--- src/rtl/uart_pkg.sv ---
// rtl/uart_pkg.sv - shared constants and types for the UART transmit path
// Purpose: baud divisors for a 12 MHz clock, TX FSM state encoding and frame length.
// Ports: none (package).
// Optional build macro: UART_TX_PARITY_EN adds an even-parity bit to the frame.
package uart_pkg;

  // Clock cycles per bit at 12 MHz.
  localparam int B115200 = 104;
  localparam int B57600  = 208;
  localparam int B38400  = 313;
  localparam int B19200  = 625;
  localparam int B9600   = 1250;

`ifdef UART_TX_PARITY_EN
  localparam int FRAME_BITS = 11;
  typedef enum logic [2:0] {
    ST_IDLE,
    ST_START,
    ST_DATA,
    ST_PARITY,
    ST_STOP
  } tx_state_e;
`else
  localparam int FRAME_BITS = 10;
  typedef enum logic [1:0] {
    ST_IDLE,
    ST_START,
    ST_DATA,
    ST_STOP
  } tx_state_e;
`endif

  function automatic int frame_cycles(input int baud);
    return FRAME_BITS * baud;
  endfunction

  function automatic logic even_parity(input logic [7:0] d);
    return ^d;
  endfunction

endpackage

--- src/rtl/uart_tx_if.sv ---
// rtl/uart_tx_if.sv - load/ready handshake between user logic and the UART transmitter
// Purpose: groups the byte-load handshake signals.
// Signals: start (request to send), data (byte to send), ready (transmitter idle).
// Modports: master = user logic, slave = transmitter.
interface uart_tx_if;
  logic       start;
  logic [7:0] data;
  logic       ready;

  modport master (output start, output data, input ready);
  modport slave  (input start, input data, output ready);
endinterface

--- src/rtl/baudgen_tx.sv ---
// rtl/baudgen_tx.sv - bit-period tick generator
// Purpose: one-cycle pulse every BAUD clocks while enabled; counter parked at 0 when disabled,
//          so the first period after enabling is always a full BAUD cycles.
// Ports: clk, rstn (async active-low), clk_ena (run counter), clk_out (tick pulse).
module baudgen_tx #(
  parameter int BAUD = 104
) (
  input  logic clk,
  input  logic rstn,
  input  logic clk_ena,
  output logic clk_out
);

  localparam logic [15:0] LAST = 16'(BAUD - 1);

  logic [15:0] cnt_q, cnt_d;

  always_comb begin
    clk_out = clk_ena && (cnt_q == LAST);
    cnt_d   = 16'd0;
    if (clk_ena && !clk_out) begin
      cnt_d = cnt_q + 16'd1;
    end
  end

  always_ff @(posedge clk or negedge rstn) begin
    if (!rstn) begin
      cnt_q <= 16'd0;
    end else begin
      cnt_q <= cnt_d;
    end
  end

endmodule

--- src/rtl/uart_tx.sv ---
// rtl/uart_tx.sv - 8N1 serial transmitter with load/ready handshake
// Purpose: serialises one byte per accepted start as start bit, 8 data bits LSB first, stop bit.
// Ports: clk, rstn (async active-low), bus (uart_tx_if.slave: start, data, ready), tx (serial out, idles high).
// Optional build macro: UART_TX_PARITY_EN inserts an even-parity bit before the stop bit.
module uart_tx
  import uart_pkg::*;
#(
  parameter int BAUD = B115200
) (
  input  logic       clk,
  input  logic       rstn,
  uart_tx_if.slave   bus,
  output logic       tx
);

  tx_state_e   state_q, state_d;
  logic [7:0]  shreg_q, shreg_d;
  logic [2:0]  bit_cnt_q, bit_cnt_d;
  logic        tx_q, tx_d;
  logic        baud_tick;
`ifdef UART_TX_PARITY_EN
  logic        parity_q, parity_d;
`endif

  baudgen_tx #(.BAUD(BAUD)) u_baudgen (
    .clk     (clk),
    .rstn    (rstn),
    .clk_ena (state_q != ST_IDLE),
    .clk_out (baud_tick)
  );

  assign bus.ready = (state_q == ST_IDLE);
  assign tx        = tx_q;

  // tx_d always carries the level of the bit about to start, so tx stays a pure flop output.
  always_comb begin
    state_d   = state_q;
    shreg_d   = shreg_q;
    bit_cnt_d = bit_cnt_q;
    tx_d      = tx_q;
`ifdef UART_TX_PARITY_EN
    parity_d  = parity_q;
`endif
    case (state_q)
      ST_IDLE: begin
        tx_d = 1'b1;
        if (bus.start) begin
          shreg_d = bus.data;
          state_d = ST_START;
          tx_d    = 1'b0;
`ifdef UART_TX_PARITY_EN
          parity_d = even_parity(bus.data);
`endif
        end
      end
      ST_START: begin
        if (baud_tick) begin
          state_d   = ST_DATA;
          bit_cnt_d = 3'd0;
          tx_d      = shreg_q[0];
        end
      end
      ST_DATA: begin
        if (baud_tick) begin
          if (bit_cnt_q == 3'd7) begin
`ifdef UART_TX_PARITY_EN
            state_d = ST_PARITY;
            tx_d    = parity_q;
`else
            state_d = ST_STOP;
            tx_d    = 1'b1;
`endif
          end else begin
            shreg_d   = {1'b0, shreg_q[7:1]};
            bit_cnt_d = bit_cnt_q + 3'd1;
            tx_d      = shreg_q[1];
          end
        end
      end
`ifdef UART_TX_PARITY_EN
      ST_PARITY: begin
        if (baud_tick) begin
          state_d = ST_STOP;
          tx_d    = 1'b1;
        end
      end
`endif
      ST_STOP: begin
        if (baud_tick) begin
          state_d = ST_IDLE;
          tx_d    = 1'b1;
        end
      end
      default: begin
        state_d = ST_IDLE;
        tx_d    = 1'b1;
      end
    endcase
  end

  always_ff @(posedge clk or negedge rstn) begin
    if (!rstn) begin
      state_q   <= ST_IDLE;
      shreg_q   <= 8'd0;
      bit_cnt_q <= 3'd0;
      tx_q      <= 1'b1;
`ifdef UART_TX_PARITY_EN
      parity_q  <= 1'b0;
`endif
    end else begin
      state_q   <= state_d;
      shreg_q   <= shreg_d;
      bit_cnt_q <= bit_cnt_d;
      tx_q      <= tx_d;
`ifdef UART_TX_PARITY_EN
      parity_q  <= parity_d;
`endif
    end
  end

endmodule

--- src/flat_wrapper.sv ---
// flat-port wrapper written by rule: the top's interface ports become plain ports
module uart_tx_flat import uart_pkg::*;
#(
  parameter int BAUD = B115200
)
  (clk, rstn, tx, bus_start, bus_data, bus_ready);
  uart_tx_if bus_i ();
  input  logic clk;
  input  logic rstn;
  output logic tx;
  input wire logic [$bits(bus_i.start)-1:0] bus_start;
  input wire logic [$bits(bus_i.data)-1:0] bus_data;
  output wire logic [$bits(bus_i.ready)-1:0] bus_ready;
  assign bus_i.start = bus_start;
  assign bus_i.data = bus_data;
  assign bus_ready = bus_i.ready;
  uart_tx #(.BAUD(BAUD)) u_core (.clk(clk), .rstn(rstn), .bus(bus_i), .tx(tx));
endmodule
--- config.mk ---
export PLATFORM = sky130hd
export DESIGN_NAME = uart_tx_flat
export DESIGN_NICKNAME = d
export VERILOG_FILES = /design/src/rtl/uart_pkg.sv /design/src/rtl/uart_tx_if.sv /design/src/rtl/baudgen_tx.sv /design/src/rtl/uart_tx.sv /design/src/flat_wrapper.sv
export SDC_FILE = /design/constraint.sdc
export NUM_CORES = 1
export LEC_CHECK = 0
export CAP_MARGIN = 10
export CORE_ASPECT_RATIO = 0.6
export CORE_MARGIN = 3
export CORE_UTILIZATION = 51
export CTS_CLUSTER_SIZE = 8
export DETAILED_ROUTE_END_ITERATION = 10
export GPL_TIMING_DRIVEN = 0
export PLACE_DENSITY = 0.74
export REMOVE_ABC_BUFFERS = 1
export SLEW_MARGIN = 20
export SYNTH_ARGS = -nofsm -noshare
export SYNTH_HDL_FRONTEND = slang
export SYNTH_HIERARCHICAL = 1
export SYNTH_SLANG_ARGS = --single-unit
--- constraint.sdc ---
create_clock -name clk -period 2.1 [get_ports clk]
set_input_delay 0.42 -clock clk [delete_from_list [all_inputs] [get_ports clk]]
set_output_delay 0.42 -clock clk [all_outputs]
set_load 0.02 [all_outputs]
=== After elaboration in Yosys (flattened, before gate mapping) ===
Cells that the tools add are included.

* Register bits: 30
* Latch bits: 0
* Bits in writable memories: 0
* Memory bits (read-only): 0
* Bits of input ports: 11
* Memories: 0

* $add $sub $neg: 2
* $mul: 0
* Div/mod/pow operators: 0
* Magnitude comparators: 0
* Equality and inequality tests: 11
* Shift operators: 0
* Muxes and demuxes: 21
* Bitwise gates (word level): 0
* Reductions and logical operators: 11

{| class="wikitable"
|+ Operator list
! cell !! count
|-
| $mux W8 || 3
|-
| $add A16 B1 Y16 const B || 1
|-
| $eq A16 B7 Y1 const B || 1
|-
| $mux W16 || 1
|-
| $pmux W8 S2 || 1
|-
| $mux W2 || 5
|-
| $mux W3 || 3
|-
| $ne A2 B1 Y1 const B || 4
|-
| $pmux W2 S4 || 1
|-
| $reduce_and A4 Y1 || 2
|-
| $pmux W3 S2 || 1
|-
| $reduce_bool A2 Y1 || 3
|-
| $mux W1 || 5
|-
| $reduce_and A5 Y1 || 1
|-
| $eq A2 B2 Y1 const B || 2
|-
| $ne A2 B2 Y1 const B || 2
|-
| $pmux W1 S4 || 1
|-
| $add A3 B1 Y3 const B || 1
|-
| $eq A3 B3 Y1 const B || 1
|-
| $reduce_and A3 Y1 || 1
|-
| $eq A2 B1 Y1 const B || 1
|-
| $logic_and A1 B1 Y1 || 2
|-
| $logic_not A2 Y1 || 1
|-
| $logic_not A1 Y1 || 1
|}

=== Logic depth before layout (Yosys ltp) ===
Gate-level depths: netlist (run 1).

* Word-level depth: 5
* Depth in mapped cells: 8
* Mapped depth without buffers: 8

=== Hierarchy ===
The synthesis (run 1) kept the hierarchy.

{| class="wikitable"
|+ Modules (own cells, without submodules)
! module !! instances !! cells an instance !! area each (um^2)
|-
| uart_tx || 1 || 68 || 800.8
|-
| baudgen_tx || 1 || 82 || 794.5
|}

=== Worst setup path after synthesis (run 1) ===
No wires, ideal clock.

* Path type: register to register
* Start point: register u_core.u_baudgen.cnt_q[0]
* End point: register u_core.shreg_q[0]
* Setup time: 0.125 ns
* Arrival: 2.035 ns
* Required time: 1.975 ns
* Slack: -0.060 ns
* Cell stages (with the launch flop): 8
* Path buffers: 0
* Cells stage by stage: dfrtp_1 ha_1 and4_2 nand4_1 nor2_1 nand2b_1 a211oi_4 mux2_2

* Cells in the longest elaborated chain, start to end: 4

{| class="wikitable"
|+ RTL lines
! element !! line !! RTL
|-
| start: declaration || baudgen_tx.sv:16 || <nowiki>logic [15:0] cnt_q, cnt_d;</nowiki>
|-
| start signal: assignment || baudgen_tx.sv:30 || <nowiki>cnt_q <= cnt_d;</nowiki>
|-
| $eq A16 B7 Y1 || baudgen_tx.sv:19 || <nowiki>clk_out = clk_ena && (cnt_q == LAST);</nowiki>
|-
| $logic_and A1 B1 Y1 || baudgen_tx.sv:19 ||
|-
| net u_core.baud_tick || uart_tx.sv:20 || <nowiki>logic baud_tick;</nowiki>
|-
| $ne A2 B1 Y1 (no source line) || n/a ||
|-
| $reduce_and A4 Y1 (no source line) || n/a ||
|-
| end signal: assignment || uart_tx.sv:112 || <nowiki>shreg_q <= shreg_d;</nowiki>
|-
| end: declaration || uart_tx.sv:17 || <nowiki>logic [7:0] shreg_q, shreg_d;</nowiki>
|}

The timed path passes the listed nets, and every way through them passes these cells.
A chain may end at the register's enable or synchronous reset.

=== Final worst setup path (run 1) ===
* Start point: register u_core.u_baudgen.cnt_q[0]
* End point: register u_core.shreg_q[3]

The elaborated chain is that of the path after synthesis.

==> out/qor.yml, run 1 <==
global_route:
  track_usage_pct: 19.1
  grt_pass1_vias: 1181
  grt-ovfl-total: 0
  grt_antenna_before_repair: 0
  grt_pass1_wl_um: 5550
  grt_max_degree: 31
pwr:
  power_mw: 2.35
  p_clk_share_pct: 18.9
  p_switching_mw: 0.812
  switching_share_pct: 34.5
  ir_worst_vdd_uv: 708
  power_frac_seq_pct: 36.9
  power_density_nw_per_um2: 1230
  p_int_mw: 1.54
  p_comb_share_pct: 44.1
  p_leak_nw: 0.802
setup_path:
  r2r_end: "u_core/shreg_q[3]"
  critPathSlowestCell: "dfrtp_1"
  cp-startpoint: "u_core/u_baudgen/cnt_q[0]"
  cp_top_family: "simple AND/OR/NAND/NOR gates"
  max_stage_delay_ps: 400
  critPathRequiredTime_ps: 2260
  worstPathArrival_ps: 2250
  worst-r2r-cell-count: 8
  cp_num_buf_inv: 1
  cp_cell_sequence: "ha_4 -> and4_4 -> nand4_1 -> nor2_2 -> nand2b_1 -> a211oi_4 -> buf_12 -> mux2_2"
  end_kind: "flop"
  worstPathMaxFanout: 8
  critical_path_class: "reg -> reg"
  cp-start-kind: "flop"
  r2r_start: "u_core/u_baudgen/cnt_q[0]"
  rrSetupSlack_ps: 10
synth:
  synth_compound_area_share_pct: 7.69
  synth_edf_count: 0
  ys_seq_elements: 30
  ys_warn_count: 6
  ys_types: 34
  yosysSeqAreaShare_pct: 47.1
  syn_inst: 150
  synth_xor_area_share_pct: 7.14
  synth_simple_gate_area_share_pct: 18.4
  async_flop_share_pct: 100
  synthAdderAreaFrac_pct: 5.49
  synth_top_family_by_area: "simple AND/OR/NAND/NOR gates"
  synth_area_per_cell_um2: 10.6
  synthFlopType: "dfrtp_1"
  synthMuxAreaShare_pct: 11.3
  syn_area_um2: 1600
layout:
  mostFrequentLayoutCell: "dfrtp_1"
  final_cell_mix: "28 x dfrtp_1, 18 x nor2_1, 13 x mux2_2, 11 x xnor2_1, 10 x clkdlybuf4s50_1"
  fin_cells: 212
  fin_nets: 189
  finish.utilization_pct: 65.4
  drive_gt1_share_pct: 22.9
  fillCellCount: 241
  n_antenna_cell: 0
  areaGrowthSynthToFinish_pct: 20.1
timing:
  drv_slew: 0
  finalHoldViolCount: 0
  rsz0062_at_grt: "true"
  worst-slew-pin-transition_ps: 636
  finalCritPeriodShare_pct: 99.4
  final.min_clock_period_ps: 2090
  slew_headroom_pct: 57.6
  setup_viol: 0
  max_freq_mhz: 479
  hold_ws_ps: 161
  fin_worst_skew_ps: 3.36
route:
  routedWlPerCell_um: 15.7
  ant_nets: 0
  drc: 0
  dr.pass1.iters: 5
  via_count: 1189
  via_per_inst: 5.61
  drtIter0Drc: 125
  wirelength_um: 3320
clock_network:
  cts_root_buffer: "clkbuf_8"
  clock_latency_ps: 280
  htreeDepth: 2
  clkTransAtPathRegs_ps: 60
  cts_sinks: 30
  cts_tree: "done"
  cts-buffers-inserted: 5
  cts_max_path_buffers: 2
floorplanning:
  num_rows: 15
  fp.dieArea_um2: 3860
  fp.dieW_um: 78.2
  io_pins: 13
  initial_core_util_pct: 54.5
  die_h_um: 49.3
  coreArea_um2: 2930
run:
  max-cap-violations: 0
place:
  place_congestion: 0.859
  dp_hpwl_um: 2390
  portBuffers: 12
  dp_cells: 202
outcome:
  status: "finished clean"
worst_hold_path:
  hp-class: "in -> async"
final cells by class:
type | instances | area (µm²) | share of cell area (%)
Multi-Input combinational cell | 109 | 837 | 43.7
Sequential cell | 30 | 753 | 39.3
Timing Repair Buffer | 16 | 156 | 8.16
Clock buffer | 6 | 82.6 | 4.31
Tap cell | 42 | 52.6 | 2.74
Inverter | 9 | 33.8 | 1.76
stage by stage:
step,TNS (ps),setup slack (ps),cell area [µm²]
final,0,12.5,1920
after global routing,-595,-99.8,1920
after CTS,0,3.75,1890
after detailed placement,-2890,-403,1750
after global placement,-2560,-349,1760
after floorplan,-418,-59.7,1580
synthesized netlist by cell type, drive strengths merged (2+ instances only):
| library cell | count | area (µm²) |
|---|---|---|
| nor4 | 7 | 43.8 |
| mux2 | 16 | 180 |
| nand2 | 7 | 26.3 |
| a211oi | 2 | 27.5 |
| nand2b | 2 | 12.5 |
| ha | 7 | 87.6 |
| or2 | 2 | 12.5 |
| nor3 | 4 | 20.0 |
| xor2 | 2 | 17.5 |
| nand4 | 6 | 43.8 |
| o21ai | 7 | 35.0 |
| nand3 | 4 | 25.0 |
| nor2 | 19 | 71.3 |
| dfrtp | 29 | 726 |
| a22oi | 3 | 22.5 |
| xnor2 | 11 | 96.3 |
| inv | 9 | 33.8 |
power by group through the flow:
stage                     Clock (mW)  Combinational (mW)  Sequential [mW]
after global placement             0               0.816            0.852
after detailed placement           0               0.873            0.869
final                          0.445                1.04            0.869
after CTS                      0.457               0.971            0.864
after global routing           0.482                1.12            0.888
after floorplan                    0               0.646            0.844
worst reg2reg max path, stage by stage (launching register included):
cell      delay [ps]
dfrtp_1          400
ha_4             180
and4_4           210
nand4_1          150
nor2_2           150
nand2b_1         130
a211oi_4         260
buf_12           160
mux2_2           330
worst max-delay path by stage:
stage	endpoint	slack, ps	depth (start not counted)
2_1_floorplan	u_core/shreg_q[0]	-60	7
3_3_place_gp	u_core/shreg_q[5]	-350	7
3_5_place_dp	u_core/shreg_q[5]	-400	7
4_1_cts	u_core/shreg_q[2]	4	7
5_1_grt	u_core/shreg_q[6]	-100	8
6_report	u_core/shreg_q[3]	10	8
state kept, by name, summed over array words and instances, names as in the netlist:
signal / cells
u_core/bit_cnt_q: 3
u_core/tx: 1
u_core/state_q: 2
u_core/u_baudgen/cnt_q: 16
u_core/shreg_q: 8
metal layers:
layer,vias to the layer above,track usage [%],part of all wire (%)
met5,-,0,0
met4,0,7.85,1.7
met3,7,4.43,6.1
met2,37,30.0,47
met1,579,25.7,46
li1,566,-,-
what timing repair did:
| item | in CTS | in global routing |
|---|---|---|
| endpoints found under the setup margin | 9 | 8 |
| endpoints found under the hold margin | 0 | 0 |
| setup buffers | 3 | 1 |
| hold buffers | 0 | 0 |
| resized for setup | 5 | 7 |
| pin swaps | 3 | 1 |
cells by family after synthesis:
| group | count (synthesis) |
|---|---|
| AND/OR/NAND/NOR | 56 |
| XOR/XNOR | 13 |
| multiplexers | 16 |
| flip-flops | 30 |
| adder cells (fa/ha/maj) | 7 |
| buffers and inverters | 11 |
| AO/OA/AOI/OAI | 17 |
Power figures use the tool's default switching activity.
==> run 2: changes to the inputs <==
- RECOVER_POWER: default -> 25
==> run 2 against run 1 <==
Total power hardly changed. Final cell count is the same. Register-to-register slack hardly changed. The flow now finishes with violations (max-capacitance violations, max-slew violations).
==> out/qor.yml, run 2 (synthesis results as in run 1) <==
place:
  portBuffers: 12  # unchanged
  place_congestion: 0.859  # unchanged
  dp_hpwl_um: 2390  # unchanged
setup_path:
  critPathRequiredTime_ps: 2260  # about the same
  endpoint: "u_core/shreg_q[3]"
  rrSetupSlack_ps: 10  # about the same
  r2r_end: "u_core/shreg_q[3]"
  critical_path_class: "reg -> reg"
  worst-r2r-cell-count: 8  # unchanged
  end_kind: "flop"
  cp-start-kind: "flop"
  worstPathMaxFanout: 8  # unchanged
  cp-startpoint: "u_core/u_baudgen/cnt_q[0]"
  r2r_start: "u_core/u_baudgen/cnt_q[0]"
  worstPathArrival_ps: 2250  # about the same
layout:
  mostFrequentLayoutCell: "dfrtp_1"
  largest_register_ffs: 16  # unchanged
  areaGrowthSynthToFinish_pct: 20.0  # about the same
  drive_gt1_share_pct: 22.4  # -0.59 points
  fillCellCount: 242  # +0.41%
  fin_nets: 189  # unchanged
  top_regs: "u_core/u_baudgen/cnt_q x16, u_core/shreg_q x8, u_core/bit_cnt_q x3"
  largest_register: "u_core/u_baudgen/cnt_q"
  n_antenna_cell: 0  # unchanged
  final_cell_mix: "28 x dfrtp_1, 18 x nor2_1, 13 x mux2_2, 11 x xnor2_1, 10 x clkdlybuf4s50_1"
clock_network:
  clock_latency_ps: 280  # about the same
  cts-buffers-inserted: 5  # unchanged
  cts_max_path_buffers: 2  # unchanged
  htreeDepth: 2  # unchanged
  cts_root_buffer: "clkbuf_8"
  clkTransAtPathRegs_ps: 60  # about the same
  cts_sinks: 30  # unchanged
  postCtsHoldBufs: 0  # unchanged
  cts_tree: "done"
pwr:
  power_density_nw_per_um2: 1230  # about the same
  ir_worst_vdd_uv: 708  # about the same
  power_mw: 2.35  # about the same
  p_leak_nw: 0.799  # -0.34%
timing:
  fin_worst_skew_ps: 3.41  # +0.0554 ps
  worst-slew-pin-transition_ps: 1550  # +917 ps
  slew_headroom_pct: -3.54  # -61 points
  rsz0062_at_grt: "true"
  final.min_clock_period_ps: 2090  # +1.19 ps
  drv_slew: 31  # +31
  hold_ws_ps: 510  # +349 ps
  finalCritPeriodShare_pct: 99.5  # about the same
  max_freq_mhz: 479  # about the same
  finalHoldViolCount: 0  # unchanged
  setup_viol: 0  # unchanged
run:
  max-cap-violations: 1  # +1
global_route:
  track_usage_pct: 19.1  # unchanged
  grt-ovfl-total: 0  # unchanged
  grt_pass1_vias: 1181  # unchanged
  grt_antenna_before_repair: 0  # unchanged
  grt_pass1_wl_um: 5550  # unchanged
  grt_max_degree: 31  # unchanged
floorplanning:
  die_h_um: 49.3  # unchanged
  io_pins: 13  # unchanged
  fp.dieW_um: 78.2  # unchanged
  num_rows: 15  # unchanged
  fp.dieArea_um2: 3860  # unchanged
  initial_core_util_pct: 54.5  # unchanged
  coreArea_um2: 2930  # unchanged
outcome:
  violations: "max-capacitance violations, max-slew violations"
  status: "complete, but fails checks"
route:
  wirelength_um: 3320  # about the same
  via_per_inst: 5.63  # +0.42%
  drc: 0  # unchanged
  ant_nets: 0  # unchanged
  dr.pass1.iters: 5  # unchanged
  drtIter0Drc: 125  # unchanged
  via_count: 1194  # +0.42%
  routedWlPerCell_um: 15.7  # about the same
worst_hold_path:
  hp-class: "reg -> reg"
run 2: report_power, final:
group	switching (mW)	internal, mW	total [mW]
logic	0.492	0.546	1.04
clock network	0.193	0.252	0.445
registers	0.127	0.742	0.868
total	0.813	1.54	2.35
run 2: timing repair:
item,CTS,global route
gates resized for setup,5,7
buffers inserted,3,1
pin swaps,3,1
endpoints found under the setup margin,9,8
run 2: per-stage QoR:
step                      utilization, %  setup WS (ps)  setup TNS [ps]  std cells  instance area, µm²
after detailed placement            59.8           -403           -2890        202                1750
after floorplan                        -          -59.7            -418        148                1580
after global placement              60.0           -349           -2560        202                1760
final                               65.4           11.3               0        212                1910
after CTS                           64.5           3.75               0        211                1890
after global routing                65.4          -99.8            -595        212                1910
run 2: area by class of cell:
cell class,count,area (µm²),area share (%)
well taps,42,52.6,2.75
flip-flops and latches,30,753,39.3
inverters,9,33.8,1.76
multi-input cells,109,837,43.7
clock buffers,6,82.6,4.31
repair buffers,16,155,8.10
run 2: worst min path at each step:
stage | from | end | slack (ps) | cells past startpoint
global route | u_core/shreg_q[4] | u_core/shreg_q[4] | 520 | 1
finish | u_core/shreg_q[3] | u_core/shreg_q[3] | 510 | 1
floorplan | rstn | u_core/bit_cnt_q[0] | 120 | 0
CTS | rstn | u_core/bit_cnt_q[0] | 190 | 1
detailed placement | rstn | u_core/u_baudgen/cnt_q[13] | 490 | 1
global placement | u_core/u_baudgen/cnt_q[0] | u_core/u_baudgen/cnt_q[0] | 470 | 1
run 2: worst max-delay path, cell delays in order (launching register included):
cell and delay, ps:
dfrtp_1 400, ha_4 170, and4_4 210, nand4_1 150, nor2_2 150, nand2b_1 130, a211oi_4 260, buf_12 160
mux2_2 330
run 2: routing by layer:
metal / share of wire [%] / wire length (µm) / global-route usage [%]
met1: 46 / 1530 / 25.7
met2: 46 / 1540 / 30.0
met3: 5.8 / 192 / 4.43
met4: 1.7 / 58 / 7.85
met5: 0 / 0 / 0
==> run 3: changes to the inputs <==
- CORE_UTILIZATION: 51 -> 55
- PLACE_DENSITY: 0.74 -> 0.76
- clock period: 2.1 -> 2.5 ns (I/O delays scaled with it)
==> run 3 against run 2 <==
The flow still finishes with violations (max-capacitance violations, max-slew violations). Clock-buffer cell count up 2. Utilization up 4.6 points. Setup slack better by 200 ps. Non-clock buffer count down 3. Sequential cell count unchanged. Worst hold slack worse by 10 ps. Die area down 6.6%. Global-route usage up 0.70 points. Critical path type is now reg -> out. Largest cell class unchanged.
==> out/qor.yml, run 3 (synthesis results as in run 1) <==
timing:
  max_freq_mhz: 437
  finalHoldViolCount: 0  # unchanged
  final.min_clock_period_ps: 2290
  worst-slew-pin-transition_ps: 1580  # +26.7 ps
  setup-tns-final_ps: 0  # unchanged
  rsz0062_at_grt: "false"
  drv_slew: 31  # unchanged
  finalCritPeriodShare_pct: 91.4
  fin_worst_skew_ps: 6.43  # +3.02 ps
  slew_headroom_pct: -5.32  # -1.8 points
  setup_viol: 0  # unchanged
layout:
  drive_gt1_share_pct: 17.8  # -4.6 points
  fin_nets: 186  # -1.6%
  final_cell_mix: "29 x dfrtp_1, 18 x nor2_1, 16 x mux2_2, 11 x clkdlybuf4s50_1, 11 x xnor2_1"
  mostFrequentLayoutCell: "dfrtp_1"
  top_regs: "u_core/u_baudgen/cnt_q x16, u_core/shreg_q x8, u_core/bit_cnt_q x3"
  largest_register: "u_core/u_baudgen/cnt_q"
  areaGrowthSynthToFinish_pct: 15.2
  largest_register_ffs: 16  # unchanged
  n_antenna_cell: 0  # unchanged
setup_path:
  end_kind: "primary output"
  cp-start-kind: "flop"
  worstPathArrival_ps: 1790  # -460 ps
  worstPathMaxFanout: 8  # unchanged
  r2r_end: "u_core/shreg_q[3]"
  critical_path_class: "reg -> out"
  worst-r2r-cell-count: 8  # unchanged
  r2r_start: "u_core/u_baudgen/cnt_q[0]"
  critPathRequiredTime_ps: 2000  # -260 ps
  rrSetupSlack_ps: 220  # +210 ps
route:
  routedWlPerCell_um: 15.8  # +0.80%
  ant_nets: 0  # unchanged
  via_count: 1156  # -3.2%
  wirelength_um: 3170  # -4.4%
  drtIter0Drc: 93  # -26%
  drc: 0  # unchanged
  dr.pass1.iters: 4  # -1
  via_per_inst: 5.75  # +2.1%
worst_hold_path:
  hold_start: "u_core/u_baudgen/cnt_q[0]"
  holdPathStages: 1  # unchanged
  hp-class: "reg -> reg"
  min_to: "u_core/u_baudgen/cnt_q[0]"
clock_network:
  postCtsHoldBufs: 0  # unchanged
  cts-buffers-inserted: 5  # unchanged
  clock_latency_ps: 280  # about the same
  cts_max_path_buffers: 2  # unchanged
  clkTransAtPathRegs_ps: 60  # about the same
  cts_root_buffer: "clkbuf_8"
  htreeDepth: 2  # unchanged
  cts_tree: "done"
  cts_sinks: 30  # unchanged
place:
  dp_hpwl_um: 2320  # -2.9%
  place_congestion: 0.805  # -6.2%
  portBuffers: 12  # unchanged
floorplanning:
  initial_core_util_pct: 60.7  # +6.2 points
  fp.dieArea_um2: 3600  # -6.6%
  io_pins: 13  # unchanged
  die_h_um: 47.7  # -3.3%
  num_rows: 14  # -1
  coreArea_um2: 2630  # -10%
  fp.dieW_um: 75.5  # -3.4%
outcome:
  status: "complete, but fails checks"
  violations: "max-capacitance violations, max-slew violations"
global_route:
  track_usage_pct: 19.8  # +0.70 points
  grt_max_degree: 31  # unchanged
  grt_pass1_wl_um: 4980  # -10%
  grt_antenna_before_repair: 0  # unchanged
  grt-ovfl-total: 0  # unchanged
  grt_pass1_vias: 1057  # -10%
pwr:
  power_mw: 1.87  # -21%
  p_leak_nw: 0.771  # -3.6%
  power_density_nw_per_um2: 1010  # -17%
  ir_worst_vdd_uv: 615  # -13%
run:
  max-cap-violations: 1  # unchanged
## run 3: cell count changes in the layout (fill, tap and decap cells not counted), sizes merged
cell           delta
buf               -3
clkbuf            +2
clkdlybuf4s50     +1
dlygate4sd2       -1
## run 3: power breakdown
part	switching (mW)	leakage (nW)	internal, mW
Clock	0.173	0.0455	0.224
Combinational	0.373	0.335	0.375
Sequential	0.0978	0.390	0.623
Total	0.643	0.771	1.22
## run 3: how the worst max path moves through the flow
stage / depth (start not counted) / endpoint / start
final: 3 / bus_ready / u_core/state_q[0]
after detailed placement: 7 / u_core/shreg_q[3] / u_core/u_baudgen/cnt_q[0]
after floorplan: 7 / u_core/shreg_q[0] / u_core/u_baudgen/cnt_q[0]
after global routing: 8 / u_core/shreg_q[6] / u_core/u_baudgen/cnt_q[0]
after global placement: 7 / u_core/shreg_q[3] / u_core/u_baudgen/cnt_q[0]
after CTS: 7 / u_core/shreg_q[3] / u_core/u_baudgen/cnt_q[0]
## run 3: final cells by class
type	count	area, µm²
inverter	9	33.8
timing repair buffer	13	121
multi-input combinational	109	801
clock buffer	8	90.1
fill	190	790
sequential	30	752
tap	32	40.0
## run 3: critical path, stage by stage, from the launching register on
cell and delay, ps:
dfrtp_1 410, inv_1 110, ha_1 330, clkdlybuf4s50_1 670
## run 3: repair_timing
action                                  in CTS  in global routing
gates resized for setup                      0                  1
endpoints found under the setup margin       0                  7
buffers inserted                             0                  1
## run 3: layer usage
layer,vias up,part of all wire [%],track usage [%]
met2,35,43,28.6
met4,0,0.98,7.67
met5,-,0,0
met1,549,50,28.0
li1,567,-,-
met3,5,6.1,6.29
## run 3: through the flow
stage / utilization, % / setup WS [ps] / instance area, µm² / hold slack [ps] / std cells
2_1_floorplan: - / 340 / 1580 / 204 / 148
3_3_place_gp: 66.4 / 71.0 / 1740 / 464 / 192
3_5_place_dp: 66.2 / 35.5 / 1740 / 490 / 192
4_1_cts: 69.6 / 21.8 / 1830 / 269 / 200
5_1_grt: 70.0 / 90.7 / 1840 / 526 / 201
6_report: 70.0 / 214 / 1840 / 500 / 201
